`config.mk`:
```
export PLATFORM = sky130hd
export DESIGN_NAME = pipe_skid_stage
export DESIGN_NICKNAME = d
export VERILOG_FILES = /design/src/rtl/pipe_skid_stage.sv
export SDC_FILE = /design/constraint.sdc
export NUM_CORES = 1
export LEC_CHECK = 0
export CORE_UTILIZATION = 65
export CTS_BUF_LIST = sky130_fd_sc_hd__clkbuf_8
export CTS_CLUSTER_SIZE = 20
export DETAILED_ROUTE_END_ITERATION = 7
export DONT_BUFFER_PORTS = 1
export GPL_ROUTABILITY_DRIVEN = 0
export GPL_TIMING_DRIVEN = 1
export PLACE_DENSITY = 0.81
export REMOVE_ABC_BUFFERS = 1
export SYNTH_ARGS = -nofsm -noshare
export SYNTH_HDL_FRONTEND = slang
export SYNTH_SLANG_ARGS = --single-unit
export TNS_END_PERCENT = 20
```
`constraint.sdc`:
```
create_clock -name clk -period 2.9 [get_ports clk]
set_input_delay 0.435 -clock clk [delete_from_list [all_inputs] [get_ports clk]]
set_output_delay 0.435 -clock clk [all_outputs]
set_load 0.03 [all_outputs]
```
`src/rtl/pipe_skid_stage.sv`:
```
// -----------------------------------------------------------------------------
// pipe_skid_stage
//
// Purpose:
//   Two-entry valid/ready pipeline stage. A main register drives the output and
//   a skid register catches the one extra payload that can arrive in the cycle
//   the downstream side stalls. Because in_ready is registered (NOT skid-valid),
//   no combinational path runs from out_ready to in_ready. The upstream ready
//   path is therefore cut at this stage. Ordering is strict FIFO.
//
// Parameters:
//   PAYLOAD_BITS  width of the payload (all per-stage fields concatenated)
//   CNT_BITS      width of the backpressure stall counter
//   BUBBLE_ZERO   1: out_data is forced to zero while out_valid = 0
//
// Ports:
//   clk        in   1             single clock, rising edge
//   rst_       in   1             asynchronous active-low reset
//   flush      in   1             synchronous kill of all held entries
//   in_valid   in   1             upstream payload valid
//   in_ready   out  1             stage can accept a payload this cycle
//   in_data    in   PAYLOAD_BITS  upstream payload
//   out_valid  out  1             downstream payload valid
//   out_ready  in   1             downstream accepts this cycle
//   out_data   out  PAYLOAD_BITS  downstream payload
//   occupancy  out  2             number of held entries, 0..2
//   stall_cnt  out  CNT_BITS      saturating count of cycles with
//                                 out_valid=1 and out_ready=0
//                                 (only when PIPE_STALL_CNT_EN is defined)
//
// Configuration macro:
//   PIPE_STALL_CNT_EN  defined: stall_cnt port and counter are built.
//                      undefined: port and counter are absent; the data path
//                      behaves identically.
// -----------------------------------------------------------------------------
module pipe_skid_stage #(
  parameter int PAYLOAD_BITS = 160,
  parameter int CNT_BITS     = 16,
  parameter bit BUBBLE_ZERO  = 1'b1
) (
  input  logic                    clk,
  input  logic                    rst_,
  input  logic                    flush,
  input  logic                    in_valid,
  output logic                    in_ready,
  input  logic [PAYLOAD_BITS-1:0] in_data,
  output logic                    out_valid,
  input  logic                    out_ready,
  output logic [PAYLOAD_BITS-1:0] out_data,
  output logic [1:0]              occupancy
`ifdef PIPE_STALL_CNT_EN
  ,
  output logic [CNT_BITS-1:0]     stall_cnt
`endif
);

  // The state encoding doubles as the occupancy count.
  typedef enum logic [1:0] {
    ST_EMPTY = 2'd0,
    ST_ONE   = 2'd1,
    ST_FULL  = 2'd2
  } state_t;

  state_t                  r_state;
  logic                    r_main_valid;
  logic                    r_skid_valid;
  logic                    r_in_ready;
  logic [PAYLOAD_BITS-1:0] r_main_data;
  logic [PAYLOAD_BITS-1:0] r_skid_data;

  logic w_up_xfer;
  logic w_dn_xfer;

  // Handshakes are qualified only by registered state, so every decision
  // below is made from flop outputs plus the two external valid/ready inputs.
  assign w_up_xfer = in_valid & r_in_ready;
  assign w_dn_xfer = r_main_valid & out_ready;

  // ---------------------------------------------------------------------------
  // FSM and payload registers.
  // ---------------------------------------------------------------------------
  // NOTE: sequential state uses non-blocking assignments only, so every flop
  // samples the pre-edge value of every other flop regardless of statement
  // order; mixing in blocking assignments here would create order-dependent
  // simulation that no longer matches the synthesized netlist.
  always_ff @(posedge clk or negedge rst_) begin
    if (!rst_) begin
      // NOTE: the payload registers are reset too, even though the valid bits
      // alone would make them don't-care; out_data must read zero out of reset
      // even with BUBBLE_ZERO = 0, which needs a known main payload.
      r_state      <= ST_EMPTY;
      r_main_valid <= 1'b0;
      r_skid_valid <= 1'b0;
      r_in_ready   <= 1'b1;
      r_main_data  <= '0;
      r_skid_data  <= '0;
    end else if (flush) begin
      // Flush beats any same-cycle transfer: nothing is loaded and both
      // entries are dropped. Payload registers keep their stale contents; the
      // valid bits (and the bubble mux) make them invisible.
      r_state      <= ST_EMPTY;
      r_main_valid <= 1'b0;
      r_skid_valid <= 1'b0;
      r_in_ready   <= 1'b1;
    end else begin
      case (r_state)
        ST_EMPTY: begin
          if (w_up_xfer) begin
            r_main_data  <= in_data;
            r_main_valid <= 1'b1;
            r_state      <= ST_ONE;
          end
        end

        ST_ONE: begin
          if (w_up_xfer && w_dn_xfer) begin
            // Pass-through: the head leaves while the new payload replaces it.
            r_main_data <= in_data;
          end else if (w_dn_xfer) begin
            r_main_valid <= 1'b0;
            r_state      <= ST_EMPTY;
          end else if (w_up_xfer) begin
            // Downstream stalled in the same cycle we were still ready: the
            // skid register catches the payload and ready drops next cycle.
            r_skid_data  <= in_data;
            r_skid_valid <= 1'b1;
            r_in_ready   <= 1'b0;
            r_state      <= ST_FULL;
          end
        end

        ST_FULL: begin
          // in_ready is low here, so no upstream transfer can occur.
          if (w_dn_xfer) begin
            r_main_data  <= r_skid_data;
            r_skid_valid <= 1'b0;
            r_in_ready   <= 1'b1;
            r_state      <= ST_ONE;
          end
        end

        default: begin
          // Unreachable encoding: recover to a clean empty stage.
          r_state      <= ST_EMPTY;
          r_main_valid <= 1'b0;
          r_skid_valid <= 1'b0;
          r_in_ready   <= 1'b1;
        end
      endcase
    end
  end

  // ---------------------------------------------------------------------------
  // Outputs: all flop-driven except the optional bubble-zeroing mux.
  // ---------------------------------------------------------------------------
  assign in_ready  = r_in_ready;
  assign out_valid = r_main_valid;
  assign occupancy = r_state;

  generate
    if (BUBBLE_ZERO) begin : g_bubble_zero
      assign out_data = r_main_valid ? r_main_data : '0;
    end else begin : g_bubble_raw
      assign out_data = r_main_data;
    end
  endgenerate

`ifdef PIPE_STALL_CNT_EN
  // ---------------------------------------------------------------------------
  // Backpressure counter: counts cycles where a valid head is refused.
  // Saturates instead of wrapping so a long stall never reads as a short one.
  // It ignores flush and clears only on reset.
  // ---------------------------------------------------------------------------
  logic [CNT_BITS-1:0] r_stall_cnt;
  logic                w_stall;

  assign w_stall = r_main_valid & ~out_ready;

  always_ff @(posedge clk or negedge rst_) begin
    if (!rst_) begin
      r_stall_cnt <= '0;
    end else if (w_stall && (r_stall_cnt != {CNT_BITS{1'b1}})) begin
      r_stall_cnt <= r_stall_cnt + 1'b1;
    end
  end

  assign stall_cnt = r_stall_cnt;
`endif

endmodule
```
# Yosys cells after proc, flatten, opt, wreduce, memory -nomap -nowiden
# Index checks and enable logic that the tools add are counted.
# totals
register_bits	324
latch_bits	0
ram_bits	0
romBits	0
inputBits	165
output_inout_bits	164
elab_cells	55
n_memories	0
# classes
n_addsub	0
mul	0
n_div	0
n_lt_le_gt_ge	0
n_eq_ne	14
shifts	0
mux	23
n_bitwise	5
n_reduce_logical	8
# ops
operator	count
160-bit 2-to-1 mux	4
160-bit case mux with 3 select lines	1
3-bit inequality test (second input constant)	6
5-bit AND reduction	3
2-bit 2-to-1 mux	6
2-bit inequality test (second input constant)	5
1-bit 2-to-1 mux	9
4-bit AND reduction	2
1-bit case mux with 3 select lines	2
2-bit case mux with 3 select lines	1
4-bit inequality test (second input constant)	1
1-bit inverter	3
3-bit nonzero test	1
1-bit bitwise AND	2
2-bit by 1-bit == test with 1-bit output (second input constant)	1
2-bit == test (second input constant)	1
2-bit zero test	1
1-bit logical AND	1

# Depth between registers and ports, before layout
# depth
ltp_word	6
ltp_mapped	8
mapped_depth_nobuf	3

# Worst setup path after synthesis
# No wires, ideal clock.
# synth_timing
path_type	flip-flop to output port
from	register r_main_valid, in the netlist out_valid
to	output out_data[100]
arrival_time_ns	1.611
t_required_ns	2.465
setup_slack_ns	0.854
stages_incl_launch_ff	5
path_buffers	3
path_cell_list	dfrtp_1 > clkbuf_1 > clkbuf_1 > clkbuf_1 > and2_1
# synth_between
elab_chain_cells	1
# synth_rtl
element	line	text
start: declaration	65	logic r_main_valid;
start signal: assignment	92	r_main_valid <= 1'b0;
start signal: assignment	102	r_main_valid <= 1'b0;
start signal: assignment	110	r_main_valid <= 1'b1;
160-bit 2-to-1 mux	162	assign out_data = r_main_valid ? r_main_data : '0;
end: declaration	49	output logic [PAYLOAD_BITS-1:0] out_data,
# Every way passes these cells.

# Worst setup path after layout
# layout_timing
from	register r_main_valid, in the netlist out_valid
to	output out_data[103]
# Same word-level chain as after synthesis.

==> impl_results.md <==
- Status: finished, violations left
- Failing checks: negative hold slack
- Worst Setup End Kind: output pin
- Critical path arrival: 2.15 ns
- Final min period: 2.588 ns
- Synth Instances: 1490
- Top Usage Layer GRT: met2
- GRT met2 Usage: 51.34%
- Die area: 26950 sq um
- Post-DP HPWL: 23.11 mm
- Routed Antenna Nets: 0
- RSZ-0062 raised after global routing: no
- Synth Area in XOR/XNOR: 0%
- Yosys top cell area share: 47.28%
- M3 GR Usage: 7.778%
- Layout cells sized above 1: 17.23%
- Total power: 0.01857 W
- Count leader, synth: dfrtp_1
- Core area: 25470 sq um
- EDFF count, synth: 0
- Final setup fails: 0
- Detailed-router iteration count before antenna repair: 5
- I/O Pins: 329
- Area contributors post-synth: dfrtp_1, and3b_1, a22oi_2
- Simple-Gate Fraction of Synth Area: 14.65%
- Vias/cell: 6.820
- Synth cell types: 33
- Post-DR wirelength/cell: 24.25 um
- Crit Path Max Fanout: 86
- Finished Cell Area: 19600 sq um
- Register bit total from synthesis: 324
- Worst path cell trace: buf_4 -> and2_1
- Diode count: 0
- Max clock buf depth: 3
- Pwr dens: 947.4 nW/um^2
- Clock Sinks: 324
- Syn_area_per_cell: 11.47 sq um
- Top post-synthesis cells by count: dfrtp_1, a21oi_1, and3b_1
- Routed WL: 46.42 mm
- Endpoints failing hold: 324
- Ys Warns: 0
- Cell taking the most area after synthesis: dfrtp_1
- Primary FF master, synth: dfrtp_1
- Fraction of registers with async set/reset: 100.0%
- Die Width: 164.2 um
- Port Buffer Count: 0
- Compound-Gate Fraction of Synth Area: 22.19%
- Initial Utilization: 67.11%
- Tot GR Track Use: 33.09%
- Maximum Capacitance Violations: 0
- Grt ovf: 0
- Leak: 8.442 nW
- # hold bufs at CTS: 136
- CTS buffer count: 53
- Placed standard-cell area: 17050 sq um
- Nets: 1710
- CP max-delay cell: buf_4
- Final Max Slew Viols: 0
- WHS: -0.4307 ns
- Worst Tran Pin Value: 1.049 ns
- Rel. slew slack: 30.04%
- Total number of vias: 13050
- First-pass GRT wire length: 70.73 mm
- Largest family of logic cells by synthesized area: compound AO/OA/AOI/OAI gates
- CTS tree: built
- Die Ht: 164.2 um
- Clock slew at reported path FFs: 0.06 ns
- Post_cts resized: 0
- Required time of the critical path: 2.47 ns
- H-tree depth: 2
- Synth Cell Area: 17090 sq um
- Clock root buffer: clkbuf_8
- Largest stage delay, worst path: 0.60 ns
- Residual DRC count: 0
- Largest net degree at the start of global routing: 325
- Worst hold-check path type: in -> async
- Post-synthesis sequential area ratio: 47.44%
- Peak Freq: 386.5 MHz
- Setup CP Type: reg -> out
- Worst-skew pair later-pin latency: 0.57 ns
- Grt met1 use: 44.61%
- Post-CTS Setup Bufs: 0
- Max IR drop VDD: 0.6379 mV
- Final period utilization: 89.23%
- Adder-cell area share of the yosys netlist: 0%
- Mux share of post-synthesis cell area: 10.61%
- Setup Skew: 0.01242 ns
- Synth-to-layout area growth: 14.64%
- Final core utilization: 76.93%
- Number of global-route vias before repair: 13020
- Worst setup SP type: register
- Rows: 58
- 1st-iter DRT viols: 1366
- Antenna violations before repair: 0
==> area by class of cell <==
class                           count  area, sq um
Clock buffer                       70        963.4
Clock inverter                     24        91.34
Fill cell                        1533         5876
Inverter                            1        3.754
Multi-Input combinational cell    987         8145
Sequential cell                   324         8120
Tap cell                          330        412.9
Timing Repair Buffer              178         1859
==> flip-flops by register name (all words and copies together) (netlist names) <==
name and count:
r_main_data 160, in_ready 1, occupancy 2, r_skid_data 160, out_valid 1
==> stage by stage <==
| step | setup slack [ns] | TNS [ns] | cells |
|---|---|---|---|
| 4_1_cts | 0.3158 | 0 | 1901 |
| 3_3_place_gp | 0.6042 | 0 | 1671 |
| 5_1_grt | 0.2097 | 0 | 1914 |
| 6_report | 0.3125 | 0 | 1914 |
| 3_5_place_dp | 0.5758 | 0 | 1671 |
| 2_1_floorplan | -6.332 | -1779.37 | 1312 |
==> critical path, delay by kind of cell (launching register included) <==
kind | cells | cell delay (ns)
buffers and inverters | 1 | 0.60
AND/OR/NAND/NOR | 1 | 0.49
flip-flops | 1 | 0.43
==> power breakdown <==
part	internal (W)	leakage (nW)	total (W)	switching, W
logic	0.00271	4.09	0.00662	0.00391
registers	0.00674	3.72	0.00799	0.00125
clock network	0.00214	0.630	0.00396	0.00182
==> cells by family (layout without fill, tap and decap cells) <==
| logic type | count (synthesis) | after routing |
|---|---|---|
| and+or+nand+nor | 334 | 334 |
| DFF | 324 | 324 |
| muxes | 161 | 161 |
| buffers and inverters | 179 | 273 |
| AOI/OAI and AO/OA | 492 | 492 |
==> worst paths after layout <==
path | to | cells after the start | slack, ns | start
hold reg to reg | r_skid_data[123]$_DFFE_PN0P_ | 1 | 0.49 | r_skid_data[123]$_DFFE_PN0P_
setup reg to reg | r_main_data[26]$_DFFE_PN0P_ | 4 | 0.49 | in_ready$_DFFE_PN1P_
max in group asynchronous | r_skid_data[38]$_DFFE_PN0P_ | 0 | 2.79 | rst_
min in group clk | r_skid_data[55]$_DFFE_PN0P_ | 1 | 0.02 | in_data[55]
setup / recovery | out_data[103] | 2 | 0.31 | out_valid$_DFFE_PN0P_
hold / removal | r_main_data[89]$_DFFE_PN0P_ | 0 | -0.43 | rst_
==> cells in the final DEF, fill, tap and decap left out, types with 61 or more instances in the layout <==
| master | instances |
|---|---|
| mux2_2 | 61 |
| mux2_1 | 100 |
| and3b_1 | 161 |
| a211oi_1 | 160 |
| dlygate4sd3_1 | 149 |
| a21oi_1 | 162 |
| a22oi_2 | 100 |
| and2_1 | 160 |
| dfrtp_1 | 320 |
| clkbuf_8 | 70 |
==> metal layers <==
metal	part of all wire, %	up-vias	wire length (um)
met5	0	-	0
met1	40	6583	18690
met2	47	713	21980
li1	-	5629	-
met3	9.0	128	4168
met4	3.4	0	1580
No activity file was read; power rests on OpenSTA's default activity.
